$ cat src/rtl/seq_divider_pkg.sv
// rtl/seq_divider_pkg.sv - shared width, state and counter definitions for seq_divider
package seq_divider_pkg;

    // Default divisor/quotient/remainder width; the dividend is twice this.
    localparam int N_DEFAULT = 6;

    typedef enum logic [2:0] {
        ST_IDLE,
        ST_PREP,
        ST_ITER,
        ST_FIX,
        ST_DONE
    } state_e;

    // Step counter width: clog2(n), never narrower than one bit.
    function automatic int cnt_width(input int n);
        return (n <= 1) ? 1 : $clog2(n);
    endfunction

endpackage

$ cat src/rtl/seq_divider_div_step.sv
// rtl/seq_divider_div_step.sv - one combinational restoring-division step
module div_step #(
    parameter int N = 6
) (
    input  logic [N-1:0] rem_i,
    input  logic         bit_i,
    input  logic [N-1:0] div_i,
    output logic [N-1:0] rem_o,
    output logic         q_o
);

    logic [N:0] shifted;
    logic [N:0] diff;

    // Shift in the next dividend bit and trial-subtract; the N+1-bit difference
    // cannot wrap because the partial remainder is always below the divisor.
    always_comb begin
        shifted = {rem_i, bit_i};
        diff    = shifted - {1'b0, div_i};
        q_o     = ~diff[N];
        rem_o   = diff[N] ? shifted[N-1:0] : diff[N-1:0];
    end

endmodule

$ cat src/rtl/seq_divider.sv
// rtl/seq_divider.sv - shift-subtract divider, 2N/N -> N quotient + N remainder; SEQ_DIVIDER_SIGNED_EN selects two's complement operands
module seq_divider
    import seq_divider_pkg::*;
#(
    parameter int N = N_DEFAULT
) (
    input  logic           clk,
    input  logic           reset,
    input  logic           load,
    input  logic [2*N-1:0] dividend,
    input  logic [N-1:0]   divisor,
    output logic [N-1:0]   quotient,
    output logic [N-1:0]   remainder,
    output logic           busy,
    output logic           done,
    output logic           div_by_zero,
    output logic           overflow
);

    localparam int            CW       = cnt_width(N);
    localparam logic [CW-1:0] CNT_LAST = CW'(N - 1);
`ifdef SEQ_DIVIDER_SIGNED_EN
    localparam logic [N-1:0]  Q_POS_LIM = {1'b0, {(N-1){1'b1}}};
    localparam logic [N-1:0]  Q_NEG_LIM = {1'b1, {(N-1){1'b0}}};
`endif

    state_e         state_q;
    logic [2*N-1:0] dvd_q;
    logic [N-1:0]   dvs_q;
    logic [N-1:0]   dmag_q;
    logic [N-1:0]   pr_q;
    logic [N-1:0]   lo_q;
    logic [CW-1:0]  cnt_q;
    logic [N-1:0]   quotient_q;
    logic [N-1:0]   remainder_q;
    logic           busy_q;
    logic           done_q;
    logic           dz_q;
    logic           ovf_q;

    logic           dvd_neg;
    logic           dvs_neg;
    logic [2*N-1:0] dvd_mag;
    logic [N-1:0]   dvs_mag;
    logic           q_neg;
    logic           fix_ovf;
    logic [N-1:0]   q_fix_d;
    logic [N-1:0]   r_fix_d;
    logic [N-1:0]   step_rem;
    logic           step_q;

    // Operand magnitudes and the final sign correction / range check.
    always_comb begin
`ifdef SEQ_DIVIDER_SIGNED_EN
        dvd_neg = dvd_q[2*N-1];
        dvs_neg = dvs_q[N-1];
`else
        dvd_neg = 1'b0;
        dvs_neg = 1'b0;
`endif
        dvd_mag = dvd_neg ? -dvd_q : dvd_q;
        dvs_mag = dvs_neg ? -dvs_q : dvs_q;
        q_neg   = dvd_neg ^ dvs_neg;
`ifdef SEQ_DIVIDER_SIGNED_EN
        fix_ovf = q_neg ? (lo_q > Q_NEG_LIM) : (lo_q > Q_POS_LIM);
`else
        fix_ovf = 1'b0;
`endif
        q_fix_d = q_neg ? -lo_q : lo_q;
        r_fix_d = dvd_neg ? -pr_q : pr_q;
    end

    div_step #(.N(N)) u_step (
        .rem_i (pr_q),
        .bit_i (lo_q[N-1]),
        .div_i (dmag_q),
        .rem_o (step_rem),
        .q_o   (step_q)
    );

    // Control FSM with registered results; lo_q doubles as dividend low half and quotient.
    always_ff @(posedge clk or negedge reset) begin
        if (!reset) begin
            state_q     <= ST_IDLE;
            dvd_q       <= '0;
            dvs_q       <= '0;
            dmag_q      <= '0;
            pr_q        <= '0;
            lo_q        <= '0;
            cnt_q       <= '0;
            quotient_q  <= '0;
            remainder_q <= '0;
            busy_q      <= 1'b0;
            done_q      <= 1'b0;
            dz_q        <= 1'b0;
            ovf_q       <= 1'b0;
        end else begin
            done_q <= 1'b0;
            unique case (state_q)
                ST_IDLE: begin
                    if (load) begin
                        dvd_q   <= dividend;
                        dvs_q   <= divisor;
                        dz_q    <= 1'b0;
                        ovf_q   <= 1'b0;
                        busy_q  <= 1'b1;
                        state_q <= ST_PREP;
                    end
                end
                ST_PREP: begin
                    if (dvs_q == '0) begin
                        dz_q        <= 1'b1;
                        quotient_q  <= '1;
                        remainder_q <= dvd_q[N-1:0];
                        busy_q      <= 1'b0;
                        done_q      <= 1'b1;
                        state_q     <= ST_DONE;
                    end else if (dvd_mag[2*N-1:N] >= dvs_mag) begin
                        ovf_q       <= 1'b1;
                        quotient_q  <= '0;
                        remainder_q <= '0;
                        busy_q      <= 1'b0;
                        done_q      <= 1'b1;
                        state_q     <= ST_DONE;
                    end else begin
                        pr_q    <= dvd_mag[2*N-1:N];
                        lo_q    <= dvd_mag[N-1:0];
                        dmag_q  <= dvs_mag;
                        cnt_q   <= '0;
                        state_q <= ST_ITER;
                    end
                end
                ST_ITER: begin
                    pr_q  <= step_rem;
                    lo_q  <= {lo_q[N-2:0], step_q};
                    cnt_q <= cnt_q + CW'(1);
                    if (cnt_q == CNT_LAST) begin
                        state_q <= ST_FIX;
                    end
                end
                ST_FIX: begin
                    if (fix_ovf) begin
                        ovf_q       <= 1'b1;
                        quotient_q  <= '0;
                        remainder_q <= '0;
                    end else begin
                        quotient_q  <= q_fix_d;
                        remainder_q <= r_fix_d;
                    end
                    busy_q  <= 1'b0;
                    done_q  <= 1'b1;
                    state_q <= ST_DONE;
                end
                ST_DONE: begin
                    state_q <= ST_IDLE;
                end
                default: begin
                    state_q <= ST_IDLE;
                end
            endcase
        end
    end

    assign quotient    = quotient_q;
    assign remainder   = remainder_q;
    assign busy        = busy_q;
    assign done        = done_q;
    assign div_by_zero = dz_q;
    assign overflow    = ovf_q;

endmodule

$ cat config.mk
export PLATFORM = sky130hd
export DESIGN_NAME = seq_divider
export DESIGN_NICKNAME = d
export VERILOG_FILES = /design/src/rtl/seq_divider_pkg.sv /design/src/rtl/seq_divider_div_step.sv /design/src/rtl/seq_divider.sv
export SDC_FILE = /design/constraint.sdc
export NUM_CORES = 1
export LEC_CHECK = 0
export BUFFER_PORTS_ARGS = -buffer_cell sky130_fd_sc_hd__buf_2
export CAP_MARGIN = 20
export CORE_AREA = 10 10 106 70
export CTS_BUF_LIST = sky130_fd_sc_hd__clkbuf_4 sky130_fd_sc_hd__clkbuf_8
export DETAILED_ROUTE_END_ITERATION = 10
export DIE_AREA = 0 0 116 80
export PLACE_DENSITY = 0.82
export SYNTH_ARGS = -nofsm -noshare
export SYNTH_HDL_FRONTEND = slang
export SYNTH_HIERARCHICAL = 1
export SYNTH_SLANG_ARGS = --single-unit
$ cat constraint.sdc
create_clock -name clk -period 2.4 [get_ports clk]
set_input_delay 0.24 -clock clk [delete_from_list [all_inputs] [get_ports clk]]
set_output_delay 0.24 -clock clk [all_outputs]
set_load 0.01 [all_outputs]
# Word level (Yosys, flattened, before mapping)
# Cells that the tools add are included.
# word_totals
latch_bits	0
elab_cells	77
ram_bits	0
ff_bits	58
memories	0
out_inout_bits	16
romBits	0
in_bits	21
# classes
eq_ne	11
mux	33
n_div	0
n_lt_le_gt_ge	1
n_shift	0
bitwise	3
n_reduce_logical	14
add_sub_neg	2
multipliers	0
# ops
op	n
$mux 6	8
$pmux 6 s2	4
$mux 3	6
$ne 2x2->1 const B	6
$pmux 3 s4	1
$reduce_and 3->1	4
$mux 1	9
$sub 7x6->7	1
$eq 3x2->1 const B	2
$ge 6x6->1	1
$logic_not 6->1	1
$pmux 1 s2	3
$pmux 3 s2	1
$reduce_and 2->1	3
$reduce_bool 2->1	3
$reduce_and 4->1	1
$add 3x1->3 const B	1
$eq 3x1->1 const B	1
$eq 3x3->1 const B	1
$logic_not 3->1	1
$ne 3x3->1 const B	1
$not 1->1	3
$pmux 1 s3	1
$reduce_bool 3->1	1

# Depth between registers and ports, before layout
# Gate-level depths: netlist of the first run.
# logic_depth
word_depth	4
ltp_mapped	10
mapped_depth_nobuf	10

# Hierarchy
# The synthesis of the first run kept the hierarchy.
# by_module_without_submodules
module	n_inst	cells_each	seq_area_each_um2	area_each_um2
seq_divider	1	208	1451.4	2489.9
div_step	1	51	0.0	417.9

# Worst setup path before layout of the first run
# Ideal clock, no wire load.
# synth_timing
kind	reg-to-reg
start	register lo_q[5]
end	register pr_q[4]
setup_ps	119
required_ps	2281
path_slack_ps	18
path_stages_with_launch	11
n_path_buf	0
t_arrival_ps	2263
synth_period_minus_slack_ps	2382
path_cell_list	dfrtp_1 inv_1 ha_1 inv_1 fa_1 a211oi_1 or4b_4 o2111ai_4 mux2_4 o22a_1 o21a_1
# synth_via
elab_chain_cells	3
# synth_lines
element	line_no	text
start, declared	seq_divider.sv:32	logic [N-1:0] lo_q;
start signal, assigned	seq_divider.sv:127	lo_q <= dvd_mag[N-1:0];
start signal, assigned	seq_divider.sv:135	lo_q <= {lo_q[N-2:0], step_q};
$sub 7x6->7	seq_divider_div_step.sv:19	diff = shifted - {1'b0, div_i};
$mux 6	seq_divider_div_step.sv:21	rem_o = diff[N] ? shifted[N-1:0] : diff[N-1:0];
net step_rem[4]	seq_divider.sv:49	logic [N-1:0] step_rem;
$pmux 6 s2	seq_divider.sv:99	unique case (state_q)
end signal, assigned	seq_divider.sv:126	pr_q <= dvd_mag[2*N-1:N];
end signal, assigned	seq_divider.sv:134	pr_q <= step_rem;
end, declared	seq_divider.sv:31	logic [N-1:0] pr_q;
# The timed path passes the listed nets, and every way through them passes these cells.
# A chain may end at the register's enable or synchronous reset.

# Worst setup path after layout of the first run
# layout_timing
start	register lo_q[5]
end	register pr_q[3]
# The elaborated chain is that of the path after synthesis.

==> reports/results.tsv, run 1 <==
metric	value	unit
status	complete, but fails checks	
failing_checks	negative setup slack	
drv.max_cap_violation_count	0	
synthesis.area	2910	µm²
clkLatencyLatePin	350	ps
firstDrtPassIters	4	
gpl.final_weighted_congestion	0.867	
routedWlPerCell	18.2	µm
worst_path_dominant_cell_family	compound AO/OA/AOI/OAI gates	
grt_start_max_net_pins	31	
timing.clock.skew	8.22	ps
irDropWorstVdd	620	µV
unrepaired_setup_endpoints_after_global_routing	true	
drtAntennaViolNets	0	
reg2regPathDepth	10	
met2_length	3070	µm
final_layout_size_suffix_gt1_frac	0.322	
route.vias.total	2223	
globalRouteTotalUtil	0.164	
element_type_at_the_critical_path_end	register	
timing.critical_path.depth	10	
synth.yosys.seq_area_share	0.499	
static-leakage-power	1.63	nW
postLayoutCellArea	3520	µm²
wl	7130	µm
synth_nets	295	
synth-async-reset-ratio	1.00	
postSynthRegisterBits	58	
synth_enable_flop_cells	0	
preCtsSetupSlack	-146	ps
floorplan.io_pins	37	
die_width	116	µm
p_per_cell_area	1640	nW/µm²
htreeDepth	3	
root_buffer	clkbuf_8	
setup_slack	-22.9	ps
floorplan.core_area	5470	µm²
maxClockFrequency	413	MHz
via_per_inst	5.67	
max_slew.worst_pin.slew	596	ps
finalSetupViolCount	4	
die_area	9280	µm²
biggest_fanout_along_the_worst_timing_path	7	
crit_share_post_route	1.01	
grt_pass1_wl	11700	µm
detail_route.drc_violations	0	
drt_first_iter_violations	178	
route.top_layer_used	met4	
totalNegativeSetupSlack	-55.7	ps
placement.cell_area	3270	µm²
cts.clk_slew.worst_paths	70	ps
criticalPathCategory	reg -> reg	
syn_avg_cell_area	11.2	µm²
cts-root-to-sink-buffers	2	
post_layout_utilization_of_the_core	0.645	
yosys_warnings	6	
synthFlopType	dfrtp_1	
clock_sink_count	58	
grt_antenna_before_repair	0	
die_y	80	µm
worst_hold_path_type	in -> reg	
nNetsFinal	354	
slew_hr	0.602	
met3_wirelength	589	µm
critical_path.most_common_cell	inv_2	
ys_types	47	
rows	21	
grt_overflow	0	
tritoncts	built	
critical_path.cell_chain	inv_2 > ha_4 > inv_2 > fa_2 > a211oi_4 > or4b_4 > o2111ai_4 > mux2_4 > o22a_1 > o21a_1	
crit_path_top_delay_cell	dfrtp_1	
critical-path-max-stage-delay	400	ps
antenna-diode-count	0	
io_buffers	36	
wl_met1	3380	µm
cts_inserted_buffers	9	
setup.reg_to_reg.worst_slack	-20	ps
initial_standard_cell_utilization_of_the_core	0.532	
final-hold-violation-count	0	
worst_ep_arrival_time	2660	ps
syn-instance-count	259	
hold-path-cell-count	3	
hpwl	5190	µm
max_transition_viols_final	0	
timing.critical_path.from_type	register	
timing.critical_path.required	2640	ps
grt_pass1_vias	2329	
critical_path.n_buffers_inverters	2	
syn_to_final_growth	21.2	%
min_period	2420	ps
==> placed cells by master (no fill, tap or decap), types with 2 or more instances in the layout <==
master and instances:
nor2_1 8, a21o_1 2, dfrtp_1 58, mux2_4 4, nand2_1 24, a31oi_1 2, nor2b_1 2, clkbuf_4 2
nor3_1 2, nand2b_1 3, clkbuf_8 9, buf_4 21, nand3_1 4, inv_2 2, o21ai_0 24, xnor2_1 2
a21oi_1 4, mux2i_1 2, and2_1 2, a22oi_1 6, o2111ai_4 2, a221o_1 6, buf_2 36, o22a_1 12
inv_1 18, ha_4 2, o211ai_1 2, clkinv_2 2, mux2_2 12, clkinvlp_4 2, o21a_1 13, ha_1 12
==> registers in the layout, summed over array words and instances (netlist names) <==
register / cells
dvd_mag: 12
dmag_q: 6
dvs_mag: 6
lo_q: 6
pr_q: 6
quotient: 6
remainder: 6
cnt_q: 3
state_q: 3
busy: 1
div_by_zero: 1
done: 1
overflow: 1
==> cells in the mapped netlist, drive strengths merged, types with 3 or more instances <==
cell type	n	area [µm²]
a22oi	6	45.0
o21a	13	97.6
mux2	17	206
clkbuf	3	11.3
dfrtp	58	1450
nand2	25	96.4
nand2b	3	18.8
a21oi	5	28.8
a21o	3	23.8
o22a	12	105
inv	20	75.1
ha	14	175
a221o	6	60.1
nand3	4	20.0
nor2	8	30.0
o21ai	24	120
buf	7	40.0
==> power breakdown <==
group          leakage [nW]  switching, mW  internal (mW)
Sequential            0.705          0.387           1.43
Combinational         0.831           1.50           1.57
Clock                0.0962          0.396          0.498
==> cell type report <==
class                   instances  area (µm²)
flip-flops and latches         58        1450
repair buffers                 58         348
multi-input cells             171        1370
inverters                      20        75.1
well taps                      69        86.3
fillers                       439        1940
clock inverters                 5        55.1
clock buffers                  11         139
==> path summary, 6_finish.rpt <==
kind                       startpoint         end
max                           lo_q[5]     pr_q[3]
min                        divisor[1]  dvs_mag[1]
max reg2reg                   lo_q[5]     pr_q[3]
min reg2reg                 dmag_q[2]   dmag_q[2]
max in group asynchronous       reset     lo_q[0]
min in group asynchronous       reset        done
==> through the flow <==
stage	std cells	hold WS, ps	power (mW)
floorplan	259	-55.6	3.77
global placement	374	103	4.56
detailed placement	374	104	4.71
CTS	391	82.8	5.68
global route	392	105	6.21
finish	392	94.5	5.78
==> metal layers <==
layer	GRT usage	vias up
li1	-	1051
met3	0.0563	10
met1	0.222	1095
met2	0.242	67
met5	0	-
met4	0.0485	0
==> repair_timing <==
action,4_1_cts,5_1_grt
endpoints found under the setup margin,6,6
resized for setup,6,2
pin swaps,4,3
hold endpoints to repair,8,0
buffers inserted,0,1
hold buffers,1,0
==> worst register-to-register path, stage by stage (launching register included) <==
cell       delay, ps
dfrtp_1          400
inv_2             80
ha_4             130
inv_2             30
fa_2             370
a211oi_4         250
or4b_4           190
o2111ai_4        220
mux2_4           370
o22a_1           160
o21a_1           100
==> cell families (layout without fill, tap and decap cells) <==
| kind of cell | Yosys count | in the layout | share of synthesized area |
|---|---|---|---|
| compound gates | 80 | 80 | 0.206 |
| xor+xnor | 3 | 3 | 0.00904 |
| fa+ha+maj | 15 | 15 | 0.0671 |
| buf+inv | 30 | 94 | 0.0435 |
| flops | 58 | 58 | 0.499 |
| mux | 19 | 19 | 0.0779 |
| simple gates | 54 | 54 | 0.0973 |
Note: power is estimated with default switching activity, not from simulation.
==> inputs of run 2 (changes only) <==
BUFFER_PORTS_ARGS = not set   (was -buffer_cell sky130_fd_sc_hd__buf_2)
CORE_AREA = 10 10 122 80   (was 10 10 106 70)
DIE_AREA = 0 0 132 90   (was 0 0 116 80)
DONT_BUFFER_PORTS = 1   (was not set)
PLACE_DENSITY = 0.6   (was 0.82)
==> reports/results.tsv, run 2 (same netlist as run 1, synthesis figures left out) <==
metric	value	unit	change
timing.critical_path.from_type	register		
hpwl	5140	µm	-1.1%
firstDrtPassIters	4		unchanged
int_pwr	3.60	mW	+3.0%
p_switching	2.24	mW	-1.7%
p_per_cell_area	1690	nW/µm²	+3.2%
maxClockFrequency	425	MHz	+2.9%
antenna-diode-count	0		unchanged
setup.reg_to_reg.worst_slack	50	ps	+70 ps
die_width	132	µm	+14%
rows	25		+19%
nNetsFinal	318		-10%
routedWlPerCell	17.4	µm	-4.4%
multi_input_comb_area	1380	µm²	+0.64%
largest_register_ffs	12		unchanged
detail_route.drc_violations	0		unchanged
nFillCells	720		+64%
hold-path-endpoint	dvs_mag[1]		
unrepaired_setup_endpoints_after_global_routing	true		
final-hold-violation-count	0		unchanged
crit_path_top_delay_cell	dfrtp_1		
critPathLaunch	lo_q[5]		
setup_slack	45.8	ps	+68.7 ps
reg2reg_to	pr_q[0]		
grt_antenna_before_repair	0		unchanged
floorplan.io_pins	37		unchanged
timing.critical_path.required	2640	ps	about the same
biggest_fanout_along_the_worst_timing_path	6		-1
hold_slack	15.0	ps	-79.5 ps
criticalPathCategory	reg -> reg		
io_buffers	0		-100%
drv.max_cap_violation_count	0		unchanged
die_y	90	µm	+13%
final_common_cell	dfrtp_1		
worst_ep_arrival_time	2590	ps	-70 ps
clock_sink_count	58		unchanged
slew_hr	0.641		+0.0394
irDropWorstVdd	673	µV	+8.6%
switching_share	0.384		-0.0110
tritoncts	built		
critical_path.most_common_cell	inv_2		
final_layout_size_suffix_gt1_frac	0.247		-0.0746
worst_hold_path_type	in -> reg		
grt_start_max_net_pins	59		+90%
route.vias.total	2041		-8.2%
hold-path-cell-count	2		-1
max_slew.worst_pin.slew	538	ps	-57.6 ps
initial_standard_cell_utilization_of_the_core	0.383		-0.149
comb_power_share	0.506		-0.025
cts.clk_slew.worst_paths	70	ps	about the same
flip_flop_and_latch_area	1450	µm²	about the same
globalRouteTotalUtil	0.123		-0.0412
grt_pass1_wl	11600	µm	-1.2%
wl	6870	µm	-3.7%
timing.rr.start	lo_q[5]		
layout_common_cells	dfrtp_1, nand2_1, o21ai_0		
finalSetupViolCount	0		-4
via_per_inst	5.17		-8.9%
p_seq_frac	0.322		+0.008
status	completed		
grt_overflow	0		unchanged
drtAntennaViolNets	0		unchanged
clockPowerShare	0.172		+0.017
grt_pass1_vias	2181		-6.4%
htreeDepth	3		unchanged
syn_to_final_growth	18.8	%	
preCtsSetupSlack	-157	ps	-10.8 ps
drt_first_iter_violations	107		-40%
static-leakage-power	1.50	nW	-8.3%
crit_share_post_route	0.981		-0.0286
reg2regPathDepth	11		+1
clkLatencyLatePin	340	ps	about the same
min_period	2350	ps	-68.7 ps
cts_inserted_buffers	9		unchanged
total_power	5.85	mW	+1.2%
floorplan.core_area	7600	µm²	+39%
critical-path-max-stage-delay	390	ps	about the same
max_transition_viols_final	0		unchanged
timing.clock.skew	7.53	ps	-0.696 ps
critical_path.cell_chain	inv_2 > ha_4 > inv_2 > fa_2 > a211oi_2 > or4b_4 > o2111ai_4 > buf_6 > mux2i_4 > o22a_1 > o21a_1		
cts-root-to-sink-buffers	2		unchanged
gpl.final_weighted_congestion	0.842		-2.9%
die_area	11900	µm²	+28%
root_buffer	clkbuf_8		
element_type_at_the_critical_path_end	register		
worst_hold_startpoint	divisor[1]		
[run 2: cell types whose count changed in the layout (fill, tap and decap cells not counted), sizes merged]
cell / delta
buf: -36
clkinvlp: -1
bufinv: +1
[run 2: final cells by class]
cell class              count  area share
clock buffers              11      0.0420
clock inverters             5      0.0224
inverters                  20      0.0217
multi-input cells         171       0.399
flip-flops and latches     58       0.420
well taps                 108      0.0391
repair buffers             22      0.0554
[run 2: metrics by stage]
step	setup TNS, ps	cell area (µm²)	instances	utilization
6_report	0	3460	395	0.455
5_1_grt	-71.8	3460	395	0.455
4_1_cts	-16.8	3430	395	0.452
3_5_place_dp	-800	3130	375	0.411
3_3_place_gp	0	3130	375	0.411
2_1_floorplan	0	2910	259	-
[run 2: repair_timing]
| action | 4_1_cts | 5_1_grt |
|---|---|---|
| endpoints found under the setup margin | 6 | 6 |
| pin swaps | 7 | 5 |
| hold buffers | 2 | 0 |
| setup buffers | 2 | 0 |
| hold endpoints to repair | 58 | 0 |
| gates resized for setup | 7 | 5 |
[run 2: worst max-delay path, delay by kind of cell, from the launching register on]
kind / cells / cell delay, ps
compound gates: 4 / 710
fa+ha+maj: 2 / 470
buf+inv: 3 / 320
flops: 1 / 390
mux: 1 / 170
simple gates: 1 / 180
[run 2: metal layers]
| layer | vias up | wire length [µm] | GRT usage | part of all wire |
|---|---|---|---|---|
| li1 | 985 | - | - | - |
| met1 | 986 | 3440 | 0.164 | 0.50 |
| met2 | 64 | 2650 | 0.169 | 0.39 |
| met3 | 6 | 727 | 0.0644 | 0.11 |
| met4 | 0 | 50 | 0.0304 | 0.0073 |
| met5 | - | 0 | 0 | 0 |
[run 2: worst max-delay path by stage]
stage	to	slack, ps	cells after the start
after global routing	pr_q[0]	-30	11
after detailed placement	pr_q[0]	-160	11
after CTS	pr_q[2]	-20	10
final	pr_q[0]	50	11
after global placement	pr_q[4]	10	10
after floorplan	pr_q[4]	20	10
[run 2: power groups by stage]
stage | clock network [mW] | logic [mW] | registers [mW]
global route | 1.09 | 3.30 | 1.95
finish | 1.00 | 2.96 | 1.88
global placement | 0 | 2.61 | 1.89
detailed placement | 0 | 2.68 | 1.89
floorplan | 0 | 2.02 | 1.75
CTS | 1.04 | 2.84 | 1.89
